**config.mk**
```make
export PLATFORM = sky130hd
export DESIGN_NAME = pipeline_hazard_ctrl
export DESIGN_NICKNAME = d
export VERILOG_FILES = /design/src/rtl/pipeline_pkg.sv /design/src/rtl/pipeline_hazard_ctrl_forward_sel.sv /design/src/rtl/pipeline_hazard_ctrl.sv
export SDC_FILE = /design/constraint.sdc
export NUM_CORES = 1
export LEC_CHECK = 0
export ABC_AREA = 1
export ABC_CLOCK_PERIOD_IN_PS = 3200
export CAP_MARGIN = 10
export CELL_PAD_IN_SITES_DETAIL_PLACEMENT = 1
export CELL_PAD_IN_SITES_GLOBAL_PLACEMENT = 1
export CORE_UTILIZATION = 35
export DETAILED_ROUTE_END_ITERATION = 10
export PLACE_DENSITY = 0.91
export SLEW_MARGIN = 5
export SYNTH_ARGS = -nofsm -noshare
export SYNTH_HDL_FRONTEND = slang
export SYNTH_SLANG_ARGS = --single-unit
```
**constraint.sdc**
```tcl
create_clock -name clk -period 3.2 [get_ports clk]
set_clock_uncertainty 0.1 [all_clocks]
set_input_delay 0.48 -clock clk [delete_from_list [all_inputs] [get_ports clk]]
set_output_delay 0.48 -clock clk [all_outputs]
set_load 0.1 [all_outputs]
```
**src/rtl/pipeline_pkg.sv**
```systemverilog
// Shared constants for the pipeline hazard controller: ALU operand source selects.
package pipeline_pkg;

   localparam logic [1:0] FWD_RF     = 2'b00;
   localparam logic [1:0] FWD_MEM_WB = 2'b01;
   localparam logic [1:0] FWD_EX_MEM = 2'b10;

endpackage

```
**src/rtl/pipeline_hazard_ctrl_forward_sel.sv**
```systemverilog
// Per-operand forwarding mux select; the younger EX/MEM result wins over MEM/WB.
module forward_sel
   import pipeline_pkg::*;
#(
   parameter int REG_ADDR_W = 5,
   parameter int FWD_EN     = 1
) (
   input  logic [REG_ADDR_W-1:0] src,
   input  logic                  v_ex_mem,
   input  logic                  mem_regWrite,
   input  logic [REG_ADDR_W-1:0] mem_rd,
   input  logic                  v_mem_wb,
   input  logic                  wb_regWrite,
   input  logic [REG_ADDR_W-1:0] wb_rd,
   output logic [1:0]            sel
);

   logic       mem_hit_s;
   logic       wb_hit_s;
   logic [1:0] sel_s;

   assign mem_hit_s = v_ex_mem & mem_regWrite & (mem_rd != {REG_ADDR_W{1'b0}}) & (mem_rd == src);
   assign wb_hit_s  = v_mem_wb & wb_regWrite & (wb_rd != {REG_ADDR_W{1'b0}}) & (wb_rd == src);

   // Operand source priority: EX/MEM, then MEM/WB, else register file
   always_comb begin
      sel_s = FWD_RF;
      if (FWD_EN == 0) begin
         sel_s = FWD_RF;
      end else if (mem_hit_s) begin
         sel_s = FWD_EX_MEM;
      end else if (wb_hit_s) begin
         sel_s = FWD_MEM_WB;
      end else begin
         sel_s = FWD_RF;
      end
   end

   assign sel = sel_s;

endmodule

```
**src/rtl/pipeline_hazard_ctrl.sv**
```systemverilog
// Hazard control for a 5-stage pipeline: load-use / RAW stalls, redirect flushes,
// operand forwarding selects and saturating stall/flush statistics.
module pipeline_hazard_ctrl
   import pipeline_pkg::*;
#(
   parameter int REG_ADDR_W = 5,
   parameter int FWD_EN     = 1,
   parameter int CNT_W      = 16
) (
   input  logic                  clk,
   input  logic                  reset,
   input  logic                  ext_stall,
   input  logic [REG_ADDR_W-1:0] id_rs,
   input  logic [REG_ADDR_W-1:0] id_rt,
   input  logic                  id_uses_rs,
   input  logic                  id_uses_rt,
   input  logic [REG_ADDR_W-1:0] ex_rs,
   input  logic [REG_ADDR_W-1:0] ex_rt,
   input  logic [REG_ADDR_W-1:0] ex_rd,
   input  logic                  ex_regWrite,
   input  logic                  ex_memRead,
   input  logic [REG_ADDR_W-1:0] mem_rd,
   input  logic                  mem_regWrite,
   input  logic                  mem_redirect,
   input  logic [REG_ADDR_W-1:0] wb_rd,
   input  logic                  wb_regWrite,
   output logic                  pc_en,
   output logic                  if_id_en,
   output logic                  id_ex_bubble,
   output logic                  flush_if_id,
   output logic                  flush_id_ex,
   output logic                  flush_ex_mem,
   output logic [1:0]            fwd_a_sel,
   output logic [1:0]            fwd_b_sel,
   output logic [CNT_W-1:0]      stall_count,
   output logic [CNT_W-1:0]      flush_count
);

   logic             v_if_id_r;
   logic             v_id_ex_r;
   logic             v_ex_mem_r;
   logic             v_mem_wb_r;
   logic [CNT_W-1:0] stall_cnt_r;
   logic [CNT_W-1:0] flush_cnt_r;

   logic flush_s;
   logic stall_raw_s;
   logic stall_s;
   logic pc_en_s;
   logic if_id_en_s;
   logic bubble_s;
   logic flush_out_s;

   // A used, nonzero source matching a valid stage that will write it
   function automatic logic src_hit(input logic uses, input logic [REG_ADDR_W-1:0] src,
                                    input logic [REG_ADDR_W-1:0] dst, input logic wr,
                                    input logic v);
      return uses & v & wr & (src != {REG_ADDR_W{1'b0}}) & (src == dst);
   endfunction

   function automatic logic [CNT_W-1:0] sat_inc(input logic [CNT_W-1:0] cnt);
      return (cnt == {CNT_W{1'b1}}) ? cnt : cnt + CNT_W'(1'b1);
   endfunction

   assign flush_s = mem_redirect & v_ex_mem_r;
   assign stall_s = stall_raw_s & ~flush_s;

   // Stall detection: load-use only when forwarding, any in-flight RAW otherwise
   always_comb begin
      stall_raw_s = 1'b0;
      if (FWD_EN != 0) begin
         stall_raw_s = v_if_id_r & v_id_ex_r & ex_memRead &
                       (src_hit(id_uses_rs, id_rs, ex_rd, ex_regWrite, 1'b1) |
                        src_hit(id_uses_rt, id_rt, ex_rd, ex_regWrite, 1'b1));
      end else begin
         stall_raw_s = v_if_id_r &
                       (src_hit(id_uses_rs, id_rs, ex_rd,  ex_regWrite,  v_id_ex_r)  |
                        src_hit(id_uses_rt, id_rt, ex_rd,  ex_regWrite,  v_id_ex_r)  |
                        src_hit(id_uses_rs, id_rs, mem_rd, mem_regWrite, v_ex_mem_r) |
                        src_hit(id_uses_rt, id_rt, mem_rd, mem_regWrite, v_ex_mem_r));
      end
   end

   // Pipeline control outputs: reset, then ext_stall > flush > stall
   always_comb begin
      pc_en_s     = 1'b1;
      if_id_en_s  = 1'b1;
      bubble_s    = 1'b0;
      flush_out_s = 1'b0;
      if (!reset) begin
         pc_en_s    = 1'b1;
         if_id_en_s = 1'b1;
      end else if (ext_stall) begin
         pc_en_s    = 1'b0;
         if_id_en_s = 1'b0;
      end else if (flush_s) begin
         flush_out_s = 1'b1;
      end else if (stall_raw_s) begin
         pc_en_s    = 1'b0;
         if_id_en_s = 1'b0;
         bubble_s   = 1'b1;
      end else begin
         pc_en_s    = 1'b1;
         if_id_en_s = 1'b1;
      end
   end

   assign pc_en        = pc_en_s;
   assign if_id_en     = if_id_en_s;
   assign id_ex_bubble = bubble_s;
   assign flush_if_id  = flush_out_s;
   assign flush_id_ex  = flush_out_s;
   assign flush_ex_mem = flush_out_s;

   // Stage valid bits advance with the pipeline unless frozen
   always_ff @(posedge clk or negedge reset) begin
      if (!reset) begin
         v_if_id_r  <= 1'b0;
         v_id_ex_r  <= 1'b0;
         v_ex_mem_r <= 1'b0;
         v_mem_wb_r <= 1'b0;
      end else if (!ext_stall) begin
         v_mem_wb_r <= v_ex_mem_r;
         v_ex_mem_r <= v_id_ex_r & ~flush_s;
         v_id_ex_r  <= v_if_id_r & ~stall_s & ~flush_s;
         v_if_id_r  <= stall_s ? v_if_id_r : ~flush_s;
      end
   end

   // Saturating statistics counters
   always_ff @(posedge clk or negedge reset) begin
      if (!reset) begin
         stall_cnt_r <= {CNT_W{1'b0}};
         flush_cnt_r <= {CNT_W{1'b0}};
      end else if (!ext_stall) begin
         if (stall_s) begin
            stall_cnt_r <= sat_inc(stall_cnt_r);
         end
         if (flush_s) begin
            flush_cnt_r <= sat_inc(flush_cnt_r);
         end
      end
   end

   assign stall_count = stall_cnt_r;
   assign flush_count = flush_cnt_r;

   forward_sel #(.REG_ADDR_W(REG_ADDR_W), .FWD_EN(FWD_EN)) u_fwd_a (
      .src          (ex_rs),
      .v_ex_mem     (v_ex_mem_r),
      .mem_regWrite (mem_regWrite),
      .mem_rd       (mem_rd),
      .v_mem_wb     (v_mem_wb_r),
      .wb_regWrite  (wb_regWrite),
      .wb_rd        (wb_rd),
      .sel          (fwd_a_sel)
   );

   forward_sel #(.REG_ADDR_W(REG_ADDR_W), .FWD_EN(FWD_EN)) u_fwd_b (
      .src          (ex_rt),
      .v_ex_mem     (v_ex_mem_r),
      .mem_regWrite (mem_regWrite),
      .mem_rd       (mem_rd),
      .v_mem_wb     (v_mem_wb_r),
      .wb_regWrite  (wb_regWrite),
      .wb_rd        (wb_rd),
      .sel          (fwd_b_sel)
   );

endmodule

```
After elaboration in Yosys (flattened, before gate mapping)

Index checks and enable logic that the tools add are counted.

Bitwise gates (word level): 28
Add/subtract/negate cells: 2
Mux-type cells: 15
Equality and inequality tests: 8
Reduce and logical (&&, ||, !) cells: 7

Operators by type and width:

| operator                                                        | count |
|---|---|
| 16-bit by 1-bit adder with 16-bit output, second input constant | 2 |
| 16-bit == test, second input constant                           | 2 |
| 5-bit == test                                                   | 6 |
| 1-bit AND                                                       | 22 |
| 5-bit nonzero test                                              | 4 |
| 1-bit 2-to-1 mux                                                | 13 |
| 3-bit AND reduction                                             | 2 |
| 1-bit NOT                                                       | 5 |
| 2-bit 2-to-1 mux                                                | 2 |
| 2-bit AND reduction                                             | 1 |
| 1-bit OR                                                        | 1 |

Output and inout port bits: 42
Register bits: 36

Logic depth before layout (Yosys ltp)

Gate-level depths: netlist (run 1).

Depth after elaboration: 9
Depth in mapped cells: 10
Mapped depth without buffers: 10

By module

From an unflattened synthesis (run 1), not the netlist that was laid out.

Cell total of the unflattened synthesis: 419
Area, all modules: 2727.6 um^2

Modules (own cells, without submodules):

| module               | times used | area an instance (um^2) | cells each | sequential area each (um^2) |
|---|---|---|---|---|
| pipeline_hazard_ctrl | 1          | 2237.1                  | 297        | 900.9 |
| forward_sel          | 2          | 245.2                   | 61         | 0.0 |

Worst setup path after synthesis (run 1)

Ideal clock, no wire load.

Path type: input to output
Start point: input ext_stall
End point: output flush_id_ex
Buffers on the path: 2
Data arrival time: 3.368 ns
Data required time: 2.620 ns
Cell stages on the path: 3
Slack: -0.748 ns
Cell sequence: buf_4 nor3_1 buf_4

Word-level cells in the longest chain between the ends: 2

Ends and longest elaborated chain:

| what             | RTL line                   | RTL |
|---|---|---|
| start, declared  | pipeline_hazard_ctrl.sv:12 | `input logic ext_stall,` |
| 1-bit 2-to-1 mux | pipeline_hazard_ctrl.sv:93 | `end else if (ext_stall) begin` |
| 1-bit 2-to-1 mux | pipeline_hazard_ctrl.sv:90 | `if (!reset) begin` |
| end, declared    | pipeline_hazard_ctrl.sv:31 | `output logic flush_id_ex,` |

Every way passes these cells.

Worst setup path in the final report (run 1)

Start point: input ex_rd[1]
End point: output if_id_en

Word-level cells in the longest chain between the ends: 8
Elaborated cells on any way between the ends: 10

Ends and longest elaborated chain:

| what               | RTL line                   | RTL |
|---|---|---|
| start, declared    | pipeline_hazard_ctrl.sv:19 | `input logic [REG_ADDR_W-1:0] ex_rd,` |
| 5-bit == test      | -                          |  |
| 1-bit AND          | pipeline_hazard_ctrl.sv:58 | `return uses & v & wr & (src != {REG_ADDR_W{1'b0}}) & (src == dst);` |
| 1-bit OR *         | pipeline_hazard_ctrl.sv:73 | `(src_hit(id_uses_rs, id_rs, ex_rd, ex_regWrite, 1'b1) \|` |
| 1-bit AND *        | pipeline_hazard_ctrl.sv:72 | `stall_raw_s = v_if_id_r & v_id_ex_r & ex_memRead &` |
| 1-bit 2-to-1 mux * | pipeline_hazard_ctrl.sv:98 | `end else if (stall_raw_s) begin` |
| 1-bit 2-to-1 mux * | pipeline_hazard_ctrl.sv:96 | `end else if (flush_s) begin` |
| 1-bit 2-to-1 mux * | pipeline_hazard_ctrl.sv:93 |  |
| 1-bit 2-to-1 mux * | pipeline_hazard_ctrl.sv:90 |  |
| end, declared      | pipeline_hazard_ctrl.sv:28 | `output logic if_id_en,` |

Mark *: on every way between the ends. The rest lies on a longest branch, timed or not.

==> run metrics, run 1 <==
status completed; fraction of synthesized cell area in xor and xnor cells 15.02%; area share of and/or/nand/nor cells after synthesis 33.70%; Util after Layout 50.77%; Leakage 0.001702 µW; Critical Path Start Type primary input; Multi-input gate area 1550 µm²; DRT Pass-1 Iters 4; worst r2r path cells 10; total CTS buffers 5; Comb power frac 49.4%; Clock Pin Slew Worst Setup and Hold Paths 0.07 ns; routability cong. 0.7987; r2r setup slk 1.18 ns; Async SR Flop Fraction 100.0%; clk sinks 36; Adder-Cell Fraction of Synth Area 0.9132%; CP Class primary input to primary output; via-per-instance ratio 4.758; Area Overhead vs Synth 37.26%; Setup WS post-layout 0.4804 ns; largest net degree at the start of global routing 38; Root Buffer clkbuf_8; Worst Path Required 2.62 ns; pre-CTS WS 0.4780 ns; Yosys top cell area share 32.88%; dominant synthesized flop cell dfrtp_1; most common cell in the netlist nand2_1; FMAX 0.3677 GHz; final period utilization 84.99%; Min Clock Period, post-route 2.720 ns; vias in the first global route 2785; largest area contributor in the netlist dfrtp_1; WL/cell 13.49 µm; ANT nets after route 0; DRT iter0 DRCs 51; DR vias 2693; total power 1844 µW; first-pass GRT wire length 13.01 mm; crit path capture type primary output; Clock power frac 18.4%; Commonest cells post-synth nand2_1, inv_1, dfrtp_1; layout cells sized above 1 18.42%; Mapped Nets 427; register area share after synthesis 32.88%; IO buf count 86; num rows 31; mux share of post-synthesis cell area 0%; internal power 928.1 µW; main combinational cell family by area after synthesis simple AND/OR/NAND/NOR gates; Finish-stage setup viols 0; Fin. Hold Viols 0; Tightest Hold Check Type primary input to asynchronous set/reset pin; Ant. Diodes 0; Post-Syn Area 2740 µm²; number of synthesized flops with an enable pin 0; Detail Placement HPWL 6.259 mm; # hold bufs at CTS 0; warnings from Yosys 0; worst slew margin relative to its limit 64.24%; CP Data Arrival Time 2.14 ns; Initial Util 36.99%; total global-route track usage 19.26%; postcts setup bufs 0; Psw 916.4 µW; Syn Area/Cell 7.211 µm²; Seq cells post-synth 36; Cell Pwr Density 490.4 nW/µm²; Resized cells post-CTS 0; Worst-Margin Slew 0.5335 ns; core box area 7408 µm²; max-cap check violation count 0; Worst R2R End stall_count[9]$_DFFE_PN0P_; sequential share of power 32.2%; NumNets Final 513; Routed WL 7.634 mm; Synth Instances 380; Placed Area 3671 µm²; reg-to-reg startpoint stall_count[0]$_DFFE_PN0P_; Sw Share 49.68%; maximum number of buffers from clock root to sink 2; CTS tree yes; Synth Area in Compound Gates 6.393%; Die Wd 90.48 µm; Max VDD drop 0.0002219 V; max-slew violations 0; cell area after layout 3761 µm²; ranking of synthesized cells by area dfrtp_1, nand2_1, xor2_1, inv_1, xnor2_1; clock latency on the worst-skew pair 0.28 ns; Crit Path Max Fanout 4; Overflow after GRT 0; CTS H-Tree Depth 2; Sum Neg Setup Slack 0 ns; I/O Pins 87; post-route DRC violation count 0; register area 900.9 µm²; FILL cells 938; die area 8187 µm²; Die Span Y 90.48 µm; initial antenna violation count 0; unrepaired setup endpoints after global routing false; Synth cell types 23
## critical path: stages
cell	delay [ns]
clkdlybuf4s50_1	0.53
inv_1	0.08
nand2_1	0.06
nand2_1	0.05
nor2_1	0.10
nand4_1	0.10
nand2_1	0.13
nand2_1	0.13
nand2_1	0.11
nand2_1	0.14
buf_12	0.23
## worst max-delay path by stage
stage,startpoint,endpoint,slack (ns),depth (start not counted)
floorplan,ext_stall,flush_id_ex,0.23,3
global placement,id_rt[2],if_id_en,0.53,11
detailed placement,ex_rd[1],if_id_en,0.48,11
CTS,ex_rd[1],if_id_en,0.47,11
global route,id_rt[2],pc_en,0.34,11
finish,ex_rd[1],if_id_en,0.48,11
## registers in the layout, summed over array words and instances (netlist names)
signal / flops
v_id_ex_r: 1
flush_count: 16
stall_count: 16
v_ex_mem_r: 1
v_mem_wb_r: 1
v_if_id_r: 1
## power groups by stage
stage / combinational [µW] / sequential, µW / clock [µW]
CTS: 916 / 593 / 347
global route: 962 / 606 / 363
global placement: 895 / 597 / 0
detailed placement: 916 / 602 / 0
finish: 912 / 594 / 339
floorplan: 258 / 1010 / 0
## final cells by class
type / instances / share of cell area [%]
Clock buffer: 8 / 2.395
Inverter: 54 / 5.389
Multi-Input combinational cell: 279 / 41.22
Sequential cell: 36 / 23.95
Tap cell: 99 / 3.293
Timing Repair Buffer: 90 / 23.75
## stage by stage
stage / instances / hold slack, ns
finish: 566 / 0.1652
global route: 566 / 0.2126
CTS: 566 / 0.1807
detailed placement: 558 / 0.3808
global placement: 558 / 0.3645
floorplan: 380 / 0.08441
## cell usage in the layout, fill, tap and decap left out
cell type | synthesis | routed
inv_2 | 3 | 3
xnor2_1 | 20 | 20
dfrtp_1 | 36 | 36
nand3_1 | 19 | 19
nor4_2 | 1 | 1
buf_4 | 6 | 37
nand2_1 | 114 | 114
o21ai_2 | 16 | 16
xor2_1 | 27 | 27
nor3_1 | 19 | 16
nor3_4 | 1 | 1
clkdlybuf4s50_1 | 0 | 43
nand4_1 | 8 | 8
nand3b_1 | 2 | 2
inv_1 | 51 | 51
clkbuf_1 | 0 | 2
buf_2 | 0 | 1
nor4_1 | 2 | 2
nor2_1 | 32 | 32
nand2_2 | 3 | 3
buf_12 | 0 | 9
o21ai_1 | 2 | 2
nor3_2 | 4 | 7
clkbuf_8 | 0 | 6
nand3_2 | 2 | 2
o21ai_0 | 5 | 5
ha_1 | 2 | 2
## cells by family after synthesis
kind of cell    after synthesis
simple gates                207
buf+inv                      65
xor+xnor                     47
flops                        36
compound gates               23
fa+ha+maj                     2
## per-layer routing
metal	vias to the layer above	GRT usage, %	routed length [µm]
met4	0	3.763	53
li1	1350	-	-
met5	-	0	0
met2	45	35.48	4010
met1	1292	23.59	3399
met3	6	2.862	170
Power figures use the tool's default switching activity.
==> run 2: changes to the inputs <==
--- a/config.mk
+++ b/config.mk
@@ -6,13 +6,13 @@
 export NUM_CORES = 1
 export LEC_CHECK = 0
 export ABC_AREA = 1
-export ABC_CLOCK_PERIOD_IN_PS = 3200
+export ABC_CLOCK_PERIOD_IN_PS = 2550
 export CAP_MARGIN = 10
 export CELL_PAD_IN_SITES_DETAIL_PLACEMENT = 1
 export CELL_PAD_IN_SITES_GLOBAL_PLACEMENT = 1
-export CORE_UTILIZATION = 35
+export CORE_UTILIZATION = 33
 export DETAILED_ROUTE_END_ITERATION = 10
-export PLACE_DENSITY = 0.91
+export PLACE_DENSITY = 0.87
 export SLEW_MARGIN = 5
 export SYNTH_ARGS = -nofsm -noshare
 export SYNTH_HDL_FRONTEND = slang
==> constraint.sdc (replaced) <==
create_clock -name clk -period 2.55 [get_ports clk]
set_clock_uncertainty 0.1 [all_clocks]
set_input_delay 0.3825 -clock clk [delete_from_list [all_inputs] [get_ports clk]]
set_output_delay 0.3825 -clock clk [all_outputs]
set_load 0.1 [all_outputs]
==> run metrics, run 2 (same netlist as run 1, synthesis figures left out) <==
first-pass GRT wire length 13.83 mm (was 13.01 mm); Cell Pwr Density 607.0 nW/µm² (was 490.4 nW/µm²); WL/cell 13.80 µm (was 13.49 µm); DRT iter0 DRCs 55 (was 51); Critical Path Start Type primary input (unchanged); Routed WL 7.892 mm (was 7.634 mm); reg-to-reg startpoint stall_count[0]$_DFFE_PN0P_ (unchanged); pre-CTS WS 0.002351 ns (was 0.4780 ns); Ant. Diodes 0 (unchanged); Root Buffer clkbuf_8 (unchanged); NumNets Final 516 (was 513); Die Span Y 93.13 µm (was 90.48 µm); I/O Pins 87 (unchanged); Worst-Margin Slew 0.5234 ns (was 0.5335 ns); crit path capture type primary output (unchanged); CTS tree yes (unchanged); via-per-instance ratio 4.738 (was 4.758); CP Buf/Inv Count 3 (unchanged); CTS H-Tree Depth 2 (unchanged); unrepaired setup endpoints after global routing false (unchanged); Clock Pin Slew Worst Setup and Hold Paths 0.07 ns (about the same); initial antenna violation count 0 (unchanged); Area Overhead vs Synth 40.18% (was 37.26%); Worst R2R End stall_count[8]$_DFFE_PN0P_ (was stall_count[9]$_DFFE_PN0P_); vias in the first global route 2905 (was 2785); cell area after layout 3841 µm² (was 3761 µm²); Min Clock Period, post-route 2.420 ns; max-slew violations 0 (unchanged); Finish-stage setup viols 0 (unchanged); post-route DRC violation count 0 (unchanged); worst r2r path cells 10 (unchanged); most frequent cells in the layout nand2_1, inv_1, clkdlybuf4s50_1 (unchanged); Setup WS post-layout 0.1297 ns (was 0.4804 ns); CP peak stage delay 0.52 ns (was 0.53 ns); CP Class primary input to primary output (unchanged); Die Wd 93.13 µm (was 90.48 µm); kind of cell adding the most delay to the critical path buffers and inverters (unchanged); CP Data Arrival Time 1.94 ns (was 2.14 ns); total CTS buffers 5 (unchanged); sequence of cells on the critical path clkdlybuf4s50_1, inv_1, nand2_1, nand2_1, nor2_1, nand4_1, nand2_2, nand2_2, nor3_4, buf_12 (was clkdlybuf4s50_1, inv_1, nand2_1, nand2_1, nor2_1, nand4_1, nand2_1, nand2_1, nand2_1, nand2_1, buf_12); Fin. Hold Viols 0 (unchanged); largest net degree at the start of global routing 37 (was 38); Detail Placement HPWL 6.407 mm (was 6.259 mm); DR vias 2710 (was 2693); layout cells sized above 1 20.00% (was 18.42%); IO buf count 86 (unchanged); Tightest Hold Check Type primary input to asynchronous set/reset pin (unchanged); total global-route track usage 19.81% (was 19.26%); Leakage 0.001731 µW (was 0.001702 µW); Max VDD drop 0.0002853 V (was 0.0002219 V); final period utilization 94.92%; clk sinks 36 (unchanged); Initial Util 34.74% (was 36.99%); max-cap check violation count 0 (unchanged); maximum number of buffers from clock root to sink 2 (unchanged); clock latency on the worst-skew pair 0.28 ns (about the same); core box area 7888 µm² (was 7408 µm²); commonest non-fill, non-tap cell in the layout nand2_1 (unchanged); Overflow after GRT 0 (unchanged); r2r setup slk 0.66 ns (was 1.18 ns); ANT nets after route 0 (unchanged); total power 2332 µW (was 1844 µW); status completed (unchanged); DRT Pass-1 Iters 4 (unchanged); Crit Path Max Fanout 4 (unchanged); postcts setup bufs 0 (unchanged); die area 8672 µm² (was 8187 µm²); routability cong. 0.7714 (was 0.7987); worst slew margin relative to its limit 64.84% (was 64.24%); Worst Path Required 2.07 ns (was 2.62 ns); Placed Area 3735 µm² (was 3671 µm²); FMAX 0.4132 GHz; Hold WS 0.1074 ns (was 0.1652 ns); Critical-path top delay cell clkdlybuf4s50_1 (unchanged); num rows 32 (was 31)
-- run 2: cell count changes in the layout (fill, tap and decap cells not counted) --
cell     before  now
nand2_1     114  110
nor4_2        1    2
buf_12        9   11
nor4_1        2    1
nor3_2        7    5
buf_4        37   38
nand2_2       3    7
nor3_4        1    3
-- run 2: worst max-delay path by stage --
stage	endpoint	cells past startpoint	from
floorplan	pc_en	10	ex_rd[4]
global placement	if_id_en	11	id_rt[2]
detailed placement	if_id_en	11	ex_rd[1]
CTS	if_id_en	11	ex_rd[1]
global route	id_ex_bubble	10	ex_rd[2]
finish	id_ex_bubble	10	ex_rd[1]
-- run 2: routing by layer --
| metal | global-route usage (%) | share of wire, % | up-vias |
|---|---|---|---|
| li1 | - | - | 1360 |
| met1 | 24.61 | 44 | 1296 |
| met2 | 36.27 | 53 | 47 |
| met3 | 3.089 | 2.8 | 7 |
| met4 | 3.462 | 0.70 | 0 |
| met5 | 0 | 0 | - |
-- run 2: power breakdown --
group / internal [µW] / switching [µW]
Sequential: 653 / 91.1
Clock: 221 / 210
Combinational: 297 / 859
-- run 2: repair_timing --
action / 4_1_cts / 5_1_grt
cloned: 0 / 0
hold buffers: 0 / 0
endpoints found under the setup margin: 2 / 4
gates resized for setup: 1 / 4
pin swaps: 0 / 0
-- run 2: final cells by class --
cell class                 instances  area [µm²]
fill                             981        4046
tap                              102       127.6
sequential                        36       900.9
multi-input combinational        279        1579
clock buffer                       8       90.09
timing repair buffer              93       940.9
inverter                          54       202.7
-- run 2: metrics by stage --
step | TNS [ns] | util [%] | std cells
2_1_floorplan | -0.01325 | - | 380
3_3_place_gp | 0 | 47.35 | 564
3_5_place_dp | 0 | 47.35 | 564
4_1_cts | 0 | 48.52 | 572
5_1_grt | 0 | 48.70 | 572
6_report | 0 | 48.70 | 572
==> run 3: changes to the inputs <==
--- a/config.mk
+++ b/config.mk
@@ -12,6 +12,7 @@
 export CELL_PAD_IN_SITES_GLOBAL_PLACEMENT = 1
 export CORE_UTILIZATION = 33
 export DETAILED_ROUTE_END_ITERATION = 10
+export HOLD_SLACK_MARGIN = 0.03
 export PLACE_DENSITY = 0.87
 export SLEW_MARGIN = 5
 export SYNTH_ARGS = -nofsm -noshare
==> results of run 3 <==
Same layout as run 2: the final DEF is identical, and so are final timing and power.
